`src/rtl/display_scan_ctrl_pkg.sv`:
```
// rtl/display_scan_ctrl_pkg.sv - shared constants, segment table and converter FSM states
//
// Package display_pkg
//   SEG_BLANK / SEG_DASH : active-low segment patterns, bit order [0:6] = a..g
//   OVF_LIMIT            : largest value that fits four decimal digits
//   conv_state_t         : IDLE / CONV / COMMIT states of the BCD converter
//   digit_seg()          : 0..9 to active-low segment pattern; other codes go blank
package display_pkg;

    localparam logic [0:6]  SEG_BLANK = 7'b1111111;
    localparam logic [0:6]  SEG_DASH  = 7'b1111110;
    localparam logic [15:0] OVF_LIMIT = 16'd9999;

    typedef enum logic [1:0] {
        IDLE   = 2'd0,
        CONV   = 2'd1,
        COMMIT = 2'd2
    } conv_state_t;

    function automatic logic [0:6] digit_seg(input logic [3:0] d);
        logic [0:6] s;
        case (d)
            4'd0:    s = 7'b0000001;
            4'd1:    s = 7'b1001111;
            4'd2:    s = 7'b0010010;
            4'd3:    s = 7'b0000110;
            4'd4:    s = 7'b1001100;
            4'd5:    s = 7'b0100100;
            4'd6:    s = 7'b0100000;
            4'd7:    s = 7'b0001111;
            4'd8:    s = 7'b0000000;
            4'd9:    s = 7'b0001100;
            default: s = SEG_BLANK;
        endcase
        return s;
    endfunction

endpackage

```
`src/rtl/display_scan_ctrl_if.sv`:
```
// rtl/display_scan_ctrl_if.sv - value/load/blank inputs and display pin outputs
//
// Signals
//   value [15:0] : binary value to display
//   load         : capture request for value
//   blank        : force display dark
//   seg [0:6]    : segments a..g, active-low
//   an [3:0]     : digit enables, active-low one-hot, an[0] = units
//   busy / done  : conversion in progress / one-cycle commit pulse
// Modports: master drives value/load/blank, slave (the controller) drives the rest.
interface display_scan_ctrl_if;
    logic [15:0] value;
    logic        load;
    logic        blank;
    logic [0:6]  seg;
    logic [3:0]  an;
    logic        busy;
    logic        done;

    modport master (output value, load, blank, input seg, an, busy, done);
    modport slave  (input value, load, blank, output seg, an, busy, done);
endinterface

```
`src/rtl/display_scan_ctrl_bin2bcd_seq.sv`:
```
// rtl/display_scan_ctrl_bin2bcd_seq.sv - iterative shift-and-add-3 binary to BCD converter
//
// Ports
//   clk, rst   : clock, synchronous active-high reset
//   start      : accepted only in IDLE; captures bin
//   bin [15:0] : binary input
//   busy       : high from the capture edge until the commit edge
//   done       : high for the single cycle the FSM sits in COMMIT
//   bcd [19:0] : five BCD nibbles, valid while done is high
module bin2bcd_seq
    import display_pkg::*;
(
    input  logic        clk,
    input  logic        rst,
    input  logic        start,
    input  logic [15:0] bin,
    output logic        busy,
    output logic        done,
    output logic [19:0] bcd
);

    conv_state_t state;
    logic [3:0]  iter;
    logic [35:0] sh;     // {bcd[19:0], bin[15:0]}
    logic [19:0] adj;

    // Add 3 to every nibble >= 5 so the following shift carries into the next decade.
    always_comb begin
        adj = sh[35:16];
        for (int i = 0; i < 5; i++) begin
            if (sh[16+4*i +: 4] >= 4'd5)
                adj[4*i +: 4] = sh[16+4*i +: 4] + 4'd3;
        end
    end

    assign bcd = sh[35:16];

    always_ff @(posedge clk) begin
        if (rst) begin
            state <= IDLE;
            iter  <= 4'd0;
            sh    <= 36'd0;
            busy  <= 1'b0;
            done  <= 1'b0;
        end else begin
            case (state)
                IDLE: begin
                    done <= 1'b0;
                    if (start) begin
                        sh    <= {20'd0, bin};
                        iter  <= 4'd0;
                        busy  <= 1'b1;
                        state <= CONV;
                    end
                end
                CONV: begin
                    sh   <= {adj, sh[15:0]} << 1;
                    iter <= iter + 4'd1;
                    if (iter == 4'd15) begin
                        state <= COMMIT;
                        done  <= 1'b1;
                    end
                end
                COMMIT: begin
                    done  <= 1'b0;
                    busy  <= 1'b0;
                    state <= IDLE;
                end
                default: begin
                    done  <= 1'b0;
                    busy  <= 1'b0;
                    state <= IDLE;
                end
            endcase
        end
    end

endmodule

```
`src/rtl/display_scan_ctrl.sv`:
```
// rtl/display_scan_ctrl.sv - 4-digit multiplexed 7-segment driver with sequential BCD conversion
//
// Parameters
//   REFRESH_DIV : cycles each digit stays enabled (>= 2)
//   LZ_SUPPRESS : 1 = blank leading zeros (digit 0 always shown)
// Ports
//   clk, rst : clock, synchronous active-high reset
//   dif      : slave side of display_scan_ctrl_if (value/load/blank in, seg/an/busy/done out)
module display_scan_ctrl
    import display_pkg::*;
#(
    parameter int REFRESH_DIV = 50000,
    parameter int LZ_SUPPRESS = 1
) (
    input  logic                 clk,
    input  logic                 rst,
    display_scan_ctrl_if.slave   dif
);

    localparam int DIV_W = (REFRESH_DIV > 2) ? $clog2(REFRESH_DIV) : 1;
    localparam logic [DIV_W-1:0] DIV_LAST = DIV_W'(REFRESH_DIV - 1);

    logic [DIV_W-1:0] div;
    logic [1:0]       idx;
    logic [3:0]       digit [4];
    logic             valid;
    logic             ovf;
    logic             ovf_pend;
    logic             cv_start;
    logic             cv_busy;
    logic             cv_done;
    logic [19:0]      cv_bcd;
    logic [3:0]       lz_blank;
    logic [0:6]       sel_seg;
    logic             unused_bcd_top;

    assign cv_start = dif.load & ~cv_busy;
    assign dif.busy = cv_busy;

    // The fifth BCD nibble only matters for overflow, which is judged from the captured value.
    assign unused_bcd_top = &{1'b0, cv_bcd[19:16]};

    bin2bcd_seq u_conv (
        .clk   (clk),
        .rst   (rst),
        .start (cv_start),
        .bin   (dif.value),
        .busy  (cv_busy),
        .done  (cv_done),
        .bcd   (cv_bcd)
    );

    // A digit is a leading zero when it and every digit above it are zero; digit 0 never is.
    always_comb begin
        lz_blank    = 4'b0000;
        lz_blank[3] = (digit[3] == 4'd0);
        lz_blank[2] = lz_blank[3] && (digit[2] == 4'd0);
        lz_blank[1] = lz_blank[2] && (digit[1] == 4'd0);
    end

    always_comb begin
        sel_seg = digit_seg(digit[idx]);
        if (ovf)
            sel_seg = SEG_DASH;
        else if ((LZ_SUPPRESS != 0) && lz_blank[idx])
            sel_seg = SEG_BLANK;
    end

    always_ff @(posedge clk) begin
        if (rst) begin
            div      <= '0;
            idx      <= 2'd0;
            for (int i = 0; i < 4; i++) digit[i] <= 4'd0;
            valid    <= 1'b0;
            ovf      <= 1'b0;
            ovf_pend <= 1'b0;
            dif.seg  <= SEG_BLANK;
            dif.an   <= 4'b1111;
            dif.done <= 1'b0;
        end else begin
            if (div == DIV_LAST) begin
                div <= '0;
                idx <= idx + 2'd1;
            end else begin
                div <= div + 1'b1;
            end

            if (cv_start)
                ovf_pend <= (dif.value > OVF_LIMIT);

            dif.done <= cv_done;
            if (cv_done) begin
                for (int i = 0; i < 4; i++) digit[i] <= cv_bcd[4*i +: 4];
                ovf   <= ovf_pend;
                valid <= 1'b1;
            end

            // an and seg come from the same index on the same edge, so no ghosting.
            if (dif.blank || !valid) begin
                dif.an  <= 4'b1111;
                dif.seg <= SEG_BLANK;
            end else begin
                dif.an  <= ~(4'b0001 << idx);
                dif.seg <= sel_seg;
            end
        end
    end

endmodule

```
`src/flat_wrapper.sv`:
```
// flat-port wrapper written by rule: the top's interface ports become plain ports
module display_scan_ctrl_flat import display_pkg::*;
#(
    parameter int REFRESH_DIV = 50000,
    parameter int LZ_SUPPRESS = 1
)
  (clk, rst, dif_value, dif_load, dif_blank, dif_seg, dif_an, dif_busy, dif_done);
  display_scan_ctrl_if dif_i ();
  input  logic clk;
  input  logic rst;
  input wire logic [$bits(dif_i.value)-1:0] dif_value;
  input wire logic [$bits(dif_i.load)-1:0] dif_load;
  input wire logic [$bits(dif_i.blank)-1:0] dif_blank;
  output wire logic [$bits(dif_i.seg)-1:0] dif_seg;
  output wire logic [$bits(dif_i.an)-1:0] dif_an;
  output wire logic [$bits(dif_i.busy)-1:0] dif_busy;
  output wire logic [$bits(dif_i.done)-1:0] dif_done;
  assign dif_i.value = dif_value;
  assign dif_i.load = dif_load;
  assign dif_i.blank = dif_blank;
  assign dif_seg = dif_i.seg;
  assign dif_an = dif_i.an;
  assign dif_busy = dif_i.busy;
  assign dif_done = dif_i.done;
  display_scan_ctrl #(.REFRESH_DIV(REFRESH_DIV), .LZ_SUPPRESS(LZ_SUPPRESS)) u_core (.clk(clk), .rst(rst), .dif(dif_i));
endmodule
```
`config.mk`:
```
export PLATFORM = sky130hd
export DESIGN_NAME = display_scan_ctrl_flat
export DESIGN_NICKNAME = d
export VERILOG_FILES = /design/src/rtl/display_scan_ctrl_pkg.sv /design/src/rtl/display_scan_ctrl_if.sv /design/src/rtl/display_scan_ctrl_bin2bcd_seq.sv /design/src/rtl/display_scan_ctrl.sv /design/src/flat_wrapper.sv
export SDC_FILE = /design/constraint.sdc
export NUM_CORES = 1
export LEC_CHECK = 0
export CAP_MARGIN = 5
export CORE_ASPECT_RATIO = 2
export CORE_MARGIN = 5
export CORE_UTILIZATION = 43
export CTS_BUF_LIST = sky130_fd_sc_hd__clkbuf_16
export DETAILED_ROUTE_END_ITERATION = 7
export PLACE_DENSITY = 0.68
export SETUP_SLACK_MARGIN = 0.15
export SYNTH_ARGS = -nofsm -noshare
export SYNTH_HDL_FRONTEND = slang
export SYNTH_SLANG_ARGS = --single-unit
```
`constraint.sdc`:
```
create_clock -name clk -period 2.6 [get_ports clk]
set_clock_uncertainty 0.2 [all_clocks]
set_input_delay 0.65 -clock clk [delete_from_list [all_inputs] [get_ports clk]]
set_output_delay 0.65 -clock clk [all_outputs]
set_load 0.05 [all_outputs]
```
# --- Word-level counts from Yosys, hierarchy flattened ---
# Memory sizes are Yosys's and may differ from the RTL's. A register that Yosys moved wholly into a read port is not among the register bits.
# Index checks and enable logic that the tools add are counted.
op_classes:
  add_sub_neg: 8
  order_cmp: 7
  eq_ne: 5
  n_shift: 1
  mux: 29
  n_bitwise: 8
  n_reduce_logical: 16
ops:
  columns: ["cell", "n"]
  rows:
  - ["case mux 36 bit (2 select lines)", 1]
  - ["two-way mux 36 bit", 1]
  - ["two-way mux 4 bit", 9]
  - ["greater-or-equal comparator 4 x 3 -> 1 bit, second input constant", 5]
  - ["adder 16 x 1 -> 16 bit, second input constant", 1]
  - ["adder 4 x 2 -> 4 bit, second input constant", 4]
  - ["equality test 16 bit, second input constant", 1]
  - ["greater-than comparator 16 x 14 -> 1 bit, second input constant", 1]
  - ["logical NOT 4 bit", 3]
  - ["two-way mux 1 bit", 9]
  - ["two-way mux 2 bit", 4]
  - ["case mux 4 bit (2 select lines)", 1]
  - ["AND reduction 2 bit", 3]
  - ["OR reduction 2 bit", 3]
  - ["adder 4 x 1 -> 4 bit, second input constant", 1]
  - ["equality test 4 bit, second input constant", 1]
  - ["NOT 4 bit", 1]
  - ["bitwise OR 1 bit", 4]
  - ["case mux 2 bit (2 select lines)", 1]
  - ["OR reduction 4 bit", 1]
  - ["left shift 1 x 2 -> 4 bit, first input constant", 1]
  - ["adder 3 x 2 -> 3 bit, second input constant", 1]
  - ["less-than comparator 2 x 3 -> 1 bit, second input constant", 1]
  - ["two-way mux 3 bit", 1]
  - ["13 further kinds", 15]
totals:
  reg_bits: 77
  mem_bits_rw: 16
  mem_bits_ro: 112
  out_inout_bits: 13
  elab_cells: 90
  n_memories: 2
mem_list:
  columns: ["name", "depth", "width", "read_ports", "rd_clocked_by_memory_dff", "wr", "line", "rtl"]
  rows:
  - ["(name not given)", 16, 7, 1, 0, 0, "display_scan_ctrl_pkg.sv:22", "case (d)"]
  - ["u_core.digit", 4, 4, 4, 1, 4, "display_scan_ctrl.sv:25", "logic [3:0] digit [4];"]

# --- Longest topological paths before layout ---
# Gate-level depths: netlist of run 1.
# An unclocked memory read counts as a cell.
depth:
  ltp_word: 8
  depth_mapped: 7

# --- By module ---
# A second synthesis of run 1 with hierarchy kept.
unflattened:
  hier_cells: 469
  area_unflattened_um2: 4459.3
by_module_without_submodules:
  columns: ["mod", "instances", "cells_each", "area_per_inst_um2", "seq_area_each_um2"]
  rows:
  - ["display_scan_ctrl", 1, 209, 2248.4, 1181.1]
  - ["bin2bcd_seq", 1, 260, 2210.9, 880.8]

# --- Least setup slack after synthesis of run 1 ---
# Ideal clock, no wire load.
synth_path:
  kind: "flip-flop to flip-flop"
  from: "register (tool-made name)"
  to: "register u_core.dif.seg[0]"
  setup_ps: 134
  t_arrival_ps: 1736
  path_slack_ps: 531
  path_stages_with_launch: 5
  period_less_slack_ps: 2069
  cell_sequence: "dfxtp_1 mux4_2 or2_4 a2111oi_4 o21ai_1"
synth_rtl:
  columns: ["element", "line", "rtl"]
  rows:
  - ["end signal, assigned", "display_scan_ctrl.sv:104", "dif.seg <= sel_seg;"]
  - ["end, declared", "display_scan_ctrl_if.sv:21", "modport slave (input value, load, blank, output seg, an, busy, done);"]

# --- Worst setup path after layout of run 1 ---
layout_path:
  from: "register u_core.u_conv.busy"
  to: "output dif_busy"
layout_rtl:
  columns: ["element", "line", "rtl"]
  rows:
  - ["start, declared", "display_scan_ctrl_bin2bcd_seq.sv:17", "output logic busy,"]
  - ["start signal, assigned", "display_scan_ctrl_bin2bcd_seq.sv:43", "busy <= 1'b0;"]
  - ["start signal, assigned", "display_scan_ctrl_bin2bcd_seq.sv:52", "busy <= 1'b1;"]
  - ["start signal, assigned", "display_scan_ctrl_bin2bcd_seq.sv:66", "busy <= 1'b0;"]
  - ["end, declared", "flat_wrapper.sv:16", "output wire logic [$bits(dif_i.busy)-1:0] dif_busy;"]
# No word-level cell between the ends.

==> results of run 1 <==
power groups by stage:
| stage | Clock (mW) | Sequential, mW | Combinational [mW] |
|---|---|---|---|
| 6_report | 1.27 | 1.51 | 0.224 |
| 5_1_grt | 1.36 | 1.51 | 0.248 |
| 4_1_cts | 1.30 | 1.51 | 0.226 |
| 3_5_place_dp | 0 | 1.54 | 0.225 |
| 3_3_place_gp | 0 | 1.54 | 0.220 |
| 2_1_floorplan | 0 | 1.54 | 0.141 |
layer usage:
metal / up-vias / GRT usage
met5: - / 0
met4: 0 / 0.1066
met3: 15 / 0.02045
met2: 74 / 0.2651
met1: 1472 / 0.1393
li1: 1543 / -
cells in the final DEF (no fill, tap or decap), drive strengths merged, types with 4 or more instances in the layout:
| cell type | count |
|---|---|
| a21oi | 15 |
| a22o | 4 |
| and2 | 10 |
| buf | 8 |
| clkbuf | 9 |
| clkdlybuf4s50 | 31 |
| dfxtp | 75 |
| edfxtp | 16 |
| ha | 20 |
| inv | 18 |
| mux4 | 4 |
| nand2 | 28 |
| nand2b | 9 |
| nand3 | 10 |
| nand4 | 4 |
| nor2 | 83 |
| nor3 | 18 |
| nor4 | 18 |
| o21a | 4 |
| o21ai | 14 |
| xnor2 | 14 |
| xor2 | 8 |
cell families (layout without fill, tap and decap cells):
logic type      after synthesis  in the layout
simple gates                191            191
flops                        91             91
compound gates               59             59
buf+inv                      32             73
xor+xnor                     22             22
fa+ha+maj                    20             20
mux                           7              7
worst register-to-register path, cell delays in order (launching register included):
cell,delay [ns]
dfxtp_1,0.48
mux4_2,0.66
or2_4,0.30
a2111oi_4,0.37
o21ai_1,0.12
path summary, 6_finish.rpt:
path                      startpoint                end  slack (ns)
setup / recovery  u_core.u_conv.busy           dif_busy        0.27
hold / removal         u_core.div[0]      u_core.div[0]        0.24
setup reg to reg           flip-flop  u_core.dif.seg[0]        0.35
hold reg to reg        u_core.div[0]      u_core.div[0]        0.24
synth_stat cells, types with 4 or more instances:
cell      count
nor2_1       83
o21ai_0      12
edfxtp_1     16
nand2b_1      9
nor3_1       18
xor2_1        8
mux4_2        4
nor4_1       18
nand3_1      10
inv_1        17
and2_1       10
clkbuf_1     11
ha_1         20
o21a_1        4
a22o_1        4
nand2_1      28
a21oi_1      15
nand4_1       4
dfxtp_1      75
xnor2_1      14
flip-flops by register name (all words and copies together) (netlist names), 2 cells and up, named ones only:
name,count
u_core.dif.an,4
u_core.dif.seg,7
u_core.digit,16
u_core.div,16
u_core.idx,2
u_core.u_conv.iter,4
u_core.u_conv.sh,32
u_core.u_conv.state,2
cell type report:
type / count / area (µm²)
clock buffer: 9 / 225.2
clock inverter: 7 / 70.07
fill: 830 / 4303
inverter: 18 / 67.56
multi-input combinational: 299 / 1869
sequential: 91 / 1982
tap: 102 / 127.6
timing repair buffer: 39 / 367.9
==> impl_metrics.py, run 1 <==
metrics = {
    "clocking": {
        "cts_setup_buffers": 0,
        "ctsHtreeMaxLevel": 3,
        "cts_buffers": 9,
        "cts_buffer_depth": 2,
        "holdBufCountCts": 0,
        "cts_resized": 0,
        "cts_sinks": 91,
        "clkLatencyLatePin_ns": 0.34,
        "cts.reportedPaths.clkPinSlew_ns": 0.06,
        "cts_root_buf": "clkbuf_16",
        "cts_tree": "yes",
    },
    "layout": {
        "area_growth_pct": 18.55,
        "final_cells": 565,
        "final_cell_area_um2": 4710,
        "post-route-util": 0.5226,
        "antennaDiodeCount": 0,
        "nets": 498,
        "layout-drive-gt1-share": 0.06479,
    },
    "run": {
        "cap_viol_max_count": 0,
    },
    "synthesis": {
        "synth_top_family_by_area": "simple AND/OR/NAND/NOR gates",
        "synth.area.top_cells": "dfxtp_1 38%, edfxtp_1 12%, nor2_1 7.8%",
        "syn_nets": 462,
        "synth_edf_count": 16,
        "synth.cell_area_um2": 3973,
        "ys_seq_area_frac": 0.4989,
        "yosysTopAreaCell": "dfxtp_1",
        "ys_ff_latch": 91,
        "synth_xor_area_frac": 0.04850,
        "yosys_warnings": 0,
        "synth_cell_types": 46,
        "synth_fa_ha_area_frac": 0.06299,
        "synthCells": 422,
        "synth_compound_area_frac": 0.1033,
        "async_flop_share": 0,
        "yosys.area_share.simple": 0.2255,
        "avgSynthCellArea_um2": 9.414,
        "ys.flop_type": "dfxtp_1",
        "synth_top_area_frac": 0.3780,
        "synth.area.mux_share": 0.03024,
    },
    "route": {
        "wl_met1_um": 2886,
        "antenna_left": 0,
        "viasPerCell": 5.494,
        "num_vias": 3104,
        "first_pass_iters": 4,
        "wl_per_cell_um": 13.98,
        "drt_iter0_markers": 148,
        "drc": 0,
        "highest_layer": "met4",
        "routed-wl-met3_um": 338,
        "drt-total-wl_um": 7901,
        "met2WireLength_um": 4389,
    },
    "timing": {
        "fin_ws_ns": 0.2685,
        "finalSetupViolCount": 0,
        "period_minus_slack_ns": 2.331,
        "rsz0062_at_grt": "false",
        "timing.slew.headroom": 0.6291,
        "finalHoldViolations": 0,
        "worst_pin_slew_ns": 0.5563,
        "period_share": 0.8967,
        "fmax_mhz": 428.9,
        "fin_tns_setup_ns": 0,
        "maxSlewViolCount": 0,
        "hold_slack_ns": 0.2421,
    },
    "critical_path": {
        "path_delay_family": "buffers and inverters",
        "crit_slowest_cell": "clkdlybuf4s50_1",
        "reg2reg_depth": 4,
        "critPathBufInv": 1,
        "cp.depth": 1,
        "crit_chain": "clkdlybuf4s50_1",
        "crit_type": "reg2out",
        "cp_data_arrival_time_ns": 1.48,
        "cpPeakStageDelay_ns": 0.81,
        "crit_path_end_kind": "output pin",
        "start_kind": "flip-flop",
        "path_max_fanout": 3,
        "critPathRequiredTime_ns": 1.75,
    },
    "power": {
        "power.total_mw": 3.002,
        "swShare": 0.2290,
        "switchingPower_mw": 0.6872,
        "p_comb_frac": 0.075,
        "seqPwrFrac": 0.503,
        "irDropWorstVdd_v": 0.0004349,
        "power.density_nw_per_um2": 637.3,
        "power_leakage_nw": 1.754,
        "power_frac_clock": 0.422,
        "p_int_mw": 2.314,
    },
    "floorplan": {
        "io_pins": 33,
        "dieArea_um2": 11380,
        "dieHeight_um": 145.9,
        "fp-row-count": 49,
        "start_util": 0.4408,
        "fp.dieW_um": 77.97,
        "core_um2": 9012,
    },
    "global_routing": {
        "overflow": 0,
        "gr-usage-all-layers": 0.1442,
        "grt_max_degree": 26,
        "grt_pass1_vias": 3047,
        "antenna_found_initial": 0,
        "grt_first_pass_wirelength_um": 13300,
    },
    "placement": {
        "dpl-instance-area_um2": 4414,
        "io_buffers": 32,
        "dp_slack_ns": 0.1938,
        "post-dp-hpwl_um": 5878,
        "gp_congestion": 0.7847,
        "dp.cells": 549,
    },
    "min_path": {
        "hold_path_class": "reg2reg",
        "whs_path_depth": 1,
    },
    "outcome": {
        "status": "complete, no violations",
    },
}
Power figures use the tool's default switching activity.
==> inputs of run 2 (changes only) <==
--- a/config.mk
+++ b/config.mk
@@ -11,8 +11,10 @@
 export CORE_UTILIZATION = 43
 export CTS_BUF_LIST = sky130_fd_sc_hd__clkbuf_16
 export DETAILED_ROUTE_END_ITERATION = 7
+export MAX_ROUTING_LAYER = met4
 export PLACE_DENSITY = 0.68
 export SETUP_SLACK_MARGIN = 0.15
+export SKIP_CTS_REPAIR_TIMING = 1
 export SYNTH_ARGS = -nofsm -noshare
 export SYNTH_HDL_FRONTEND = slang
 export SYNTH_SLANG_ARGS = --single-unit
==> run 2 against run 1 <==
Wire length grew 0.25%; design area unchanged; hold slack barely moved; sequential power barely moved; flip-flop and latch count did not move; critical path depth did not move; via count up 0.13%; first-iteration DRC count decreased by 7.4%; register-to-register slack barely moved; combinational power about the same; clock power about the same; sequential share of layout area stayed put; largest power group unchanged.
==> impl_metrics.py, run 2 (synthesis gave the netlist of run 1 again) <==
metrics = {
    "outcome": {
        "status": "complete, no violations",
    },
    "timing": {
        "worst_pin_slew_ns": 0.5563,
        "maxSlewViolCount": 0,
        "fin_tns_setup_ns": 0,
        "period_share": 0.8971,
        "finalHoldViolations": 0,
        "finalSetupViolCount": 0,
        "fmax_mhz": 428.7,
        "timing.slew.headroom": 0.6291,
        "rsz0062_at_grt": "false",
        "period_minus_slack_ns": 2.333,
    },
    "clocking": {
        "cts_root_buf": "clkbuf_16",
        "cts_sinks": 91,
        "cts.reportedPaths.clkPinSlew_ns": 0.06,
        "ctsHtreeMaxLevel": 3,
        "clkLatencyLatePin_ns": 0.34,
        "cts_tree": "yes",
        "cts_buffers": 9,
        "cts_buffer_depth": 2,
    },
    "power": {
        "power_leakage_nw": 1.754,
        "p_comb_frac": 0.075,
        "p_int_mw": 2.314,
        "seqPwrFrac": 0.503,
        "irDropWorstVdd_v": 0.0004343,
        "power.total_mw": 3.003,
        "power_frac_clock": 0.422,
        "swShare": 0.2293,
        "switchingPower_mw": 0.6886,
        "power.density_nw_per_um2": 637.6,
    },
    "global_routing": {
        "grt_pass1_vias": 3043,
        "grt_first_pass_wirelength_um": 13300,
        "antenna_found_initial": 0,
        "gr-usage-all-layers": 0.1484,
        "overflow": 0,
        "grt_max_degree": 26,
    },
    "layout": {
        "nets": 498,
        "layout-drive-gt1-share": 0.06479,
        "top_register": "u_core.u_conv.sh",
        "largest_reg_flops": 32,
        "antennaDiodeCount": 0,
        "area_growth_pct": 18.55,
        "layout_commonest_cell": "nor2_1",
        "largest_registers": "u_core.u_conv.sh (32), u_core.digit (16), u_core.div (16)",
        "final_cell_mix": "83 x nor2_1, 75 x dfxtp_1, 31 x clkdlybuf4s50_1",
    },
    "route": {
        "wl_per_cell_um": 14.02,
        "antenna_left": 0,
        "drt_iter0_markers": 137,
        "first_pass_iters": 4,
        "drt-total-wl_um": 7921,
        "drc": 0,
        "num_vias": 3108,
        "viasPerCell": 5.501,
    },
    "run": {
        "cap_viol_max_count": 0,
    },
    "floorplan": {
        "dieArea_um2": 11380,
        "dieHeight_um": 145.9,
        "fp-row-count": 49,
        "fp.dieW_um": 77.97,
        "start_util": 0.4408,
        "io_pins": 33,
        "core_um2": 9012,
    },
    "min_path": {
        "whs_path_depth": 1,
        "hold_path_class": "reg2reg",
        "hp-start": "u_core.div[0]",
        "holdPathEnd": "u_core.div[0]",
    },
    "critical_path": {
        "reg2reg_depth": 4,
        "critPathRequiredTime_ns": 1.75,
        "r2r-end": "u_core.dif.seg[0]",
        "critPathBufInv": 1,
        "crit_path_end_kind": "output pin",
        "crit_chain": "clkdlybuf4s50_1",
        "path_delay_family": "buffers and inverters",
        "cpPeakStageDelay_ns": 0.81,
        "crit_type": "reg2out",
        "path_max_fanout": 3,
        "start_kind": "flip-flop",
        "r2r_setup_slack_ns": 0.35,
        "crit_slowest_cell": "clkdlybuf4s50_1",
        "cp_data_arrival_time_ns": 1.48,
    },
    "placement": {
        "post-dp-hpwl_um": 5878,
        "io_buffers": 32,
        "gp_congestion": 0.7957,
    },
}
-- run 2: cell counts in the layout (fill, tap and decap cells not counted) --
No cell type changed its count.
-- run 2: worst max-delay path by stage --
stage                             startpoint              endpoint  cells past startpoint  slack [ns]
after CTS                 u_core.u_conv.busy              dif_busy                      1        0.24
after floorplan                    flip-flop     u_core.dif.seg[0]                      4        0.53
after detailed placement            dif_load  u_core.u_conv.sh[30]                      6        0.19
after global placement          dif_value[7]       u_core.ovf_pend                      5        0.22
final                     u_core.u_conv.busy              dif_busy                      1        0.27
after global routing               flip-flop     u_core.dif.seg[5]                      4        0.19
-- run 2: final cells by class --
class | instances | area, µm²
clock buffer | 9 | 225.2
clock inverter | 7 | 70.07
multi-input combinational | 299 | 1869
sequential | 91 | 1982
inverter | 18 | 67.56
tap | 102 | 127.6
timing repair buffer | 39 | 367.9
fill | 830 | 4303
-- run 2: metrics by stage --
stage	hold WS, ns	utilization	instance area [µm²]	instances	setup slack [ns]
floorplan	0.2129	-	3973	422	0.5306
global placement	0.2204	0.4898	4414	549	0.2159
detailed placement	0.2355	0.4898	4414	549	0.1938
CTS	0.2442	0.5226	4710	565	0.2427
global route	0.2719	0.5226	4710	565	0.1950
finish	0.2421	0.5226	4710	565	0.2675
-- run 2: power by group through the flow --
stage          registers (mW)  clock network, mW  logic (mW)
6_report                 1.51               1.27       0.225
5_1_grt                  1.51               1.36       0.248
4_1_cts                  1.51               1.30       0.226
3_5_place_dp             1.54                  0       0.225
3_3_place_gp             1.54                  0       0.220
2_1_floorplan            1.54                  0       0.141
-- run 2: routing by layer --
| layer | share of wire | GRT usage | vias up | wire [µm] |
|---|---|---|---|---|
| met1 | 0.37 | 0.1401 | 1483 | 2962 |
| met4 | 0.037 | 0.09898 | 0 | 293 |
| met5 | 0 | - | - | 0 |
| met2 | 0.55 | 0.2651 | 65 | 4350 |
| li1 | - | - | 1544 | - |
| met3 | 0.040 | 0.02478 | 16 | 314 |
==> inputs of run 3 (changes only) <==
--- a/config.mk
+++ b/config.mk
@@ -5,6 +5,7 @@
 export SDC_FILE = /design/constraint.sdc
 export NUM_CORES = 1
 export LEC_CHECK = 0
+export ABC_CLOCK_PERIOD_IN_PS = 2600
 export CAP_MARGIN = 5
 export CORE_ASPECT_RATIO = 2
 export CORE_MARGIN = 5
==> results of run 3 <==
The final DEF is identical to that of run 2; final timing and power are the same.
==> variant (settings of run 3) <==
`REFRESH_DIV` is set to 50000 in 2 places; all go to 25000.
--- a/src/rtl/display_scan_ctrl.sv
+++ b/src/rtl/display_scan_ctrl.sv
@@ -10,5 +10,5 @@
     import display_pkg::*;
 #(
-    parameter int REFRESH_DIV = 50000,
+    parameter int REFRESH_DIV = 25000,
     parameter int LZ_SUPPRESS = 1
 ) (
--- a/src/flat_wrapper.sv
+++ b/src/flat_wrapper.sv
@@ -2,5 +2,5 @@
 module display_scan_ctrl_flat import display_pkg::*;
 #(
-    parameter int REFRESH_DIV = 50000,
+    parameter int REFRESH_DIV = 25000,
     parameter int LZ_SUPPRESS = 1
 )
Behaviour: same outputs for any inputs over 10 cycles, from zero or initial values and one cycle with rst high; that may be too few to reach the edited logic, so the function may still have changed.
==> variant against run 3 <==
  * Utilization fell by 0.24 points
  * Via count fell by 3.4%
  * Setup slack improved by 46 ps
  * Cell area fell by 0.45%
  * Power fell by 1.9%
  * Routed wire length fell by 5.8%
  * Largest cell class unchanged
  * Sequential cell count fell by 1
  * Synthesized area fell by 0.22%
  * Die area fell by 0.20%
  * Critical path depth did not move
  * Combinational power fell by 4%
  * Synthesized cell count rose by 1.4%
==> variant: results <==
{
  "ys_top_cells_by_count": "95 x nor2_1, 74 x dfxtp_1, 26 x nand2_1, 20 x ha_1, 19 x nor4_1",
  "run_status": "finished, final reports clean",
  "synth_cell_type_count": 42,
  "vdd_drop_max_uv": 540,
  "grt_first_pass_wirelength_um": 13100,
  "nNetsFinal": 501,
  "slew_headroom_pct": 47.8,
  "track_usage_pct": 14.4,
  "r2r_end": "u_core.dif.seg[5]$_SDFF_PP1_",
  "crit_arrival_ps": 1440,
  "grt_max_degree": 41,
  "postSynthAreaPerCell_um2": 9.26,
  "place_inst": 552,
  "hpwl_um": 5540,
  "drt_first_iter_violations": 113,
  "cp_max_fo": 1,
  "wl_um": 7460,
  "fin_cells": 568,
  "ys_seq_area_share_pct": 49.5,
  "place_ws_ps": 47.9,
  "vias_per_cell": 5.28,
  "max_stage_delay_ps": 790,
  "ys_top_cells_by_area": "dfxtp_1 37%, edfxtp_1 12%, nor2_1 9.0%",
  "drive_gt1_share_pct": 6.65,
  "diodes": 0,
  "place_congestion": 0.810,
  "top_regs": "u_core.u_conv.sh x32, u_core.digit x16, u_core.div x15",
  "area_growth_pct": 18.3,
  "tns_ps": 0
}
[variant: cell type report]
type	count	area, um2
clock inverter	7	60.1
fill	825	4320
sequential	90	1960
inverter	15	56.3
clock buffer	9	225
timing repair buffer	39	375
tap	102	128
multi-input combinational	306	1880
[variant: power breakdown]
group	leakage (nW)	total (mW)	internal [mW]	switching (mW)
logic	0.878	0.217	0.0913	0.126
registers	0.767	1.49	1.46	0.0300
clock network	0.143	1.23	0.666	0.568
total	1.79	2.95	2.22	0.724
[variant: how the worst max path moves through the flow]
stage | start | to | slack, ps
after floorplan | flop | u_core.dif.seg[0]$_SDFF_PP1_ | 530
after detailed placement | dif_value[7] | u_core.ovf_pend$_SDFFE_PP0P_ | 50
after global routing | flop | u_core.dif.seg[5]$_SDFF_PP1_ | 170
after global placement | dif_value[7] | u_core.ovf_pend$_SDFFE_PP0P_ | 3
final | u_core.dif.seg[0]$_SDFF_PP1_ | dif_seg[6] | 310
after CTS | u_core.u_conv.busy$_SDFFE_PP0P_ | dif_busy | 170
[variant: cells by family after synthesis]
logic type               Yosys count  synth area share (%)
AO/OA/AOI/OAI                     54                  9.19
XOR/XNOR                          21                  4.64
adder cells (fa/ha/maj)           20                  6.31
buffers and inverters             32                  3.03
flip-flops                        90                  49.5
multiplexers                       8                  3.28
AND/OR/NAND/NOR                  203                  24.1
[variant: layer usage]
| layer | up-vias | global-route usage [%] | routed length [um] |
|---|---|---|---|
| met5 | - | - | 0 |
| met4 | 0 | 6.94 | 218 |
| met3 | 18 | 3.78 | 297 |
| met2 | 48 | 26.1 | 4240 |
| met1 | 1404 | 13.7 | 2700 |
| li1 | 1531 | - | - |
[variant: metrics by stage]
step           instance area (um2)  hold WS (ps)
6_report                      4690           276
4_1_cts                       4690           273
2_1_floorplan                 3960           230
5_1_grt                       4690           306
3_3_place_gp                  4400           243
3_5_place_dp                  4400           257
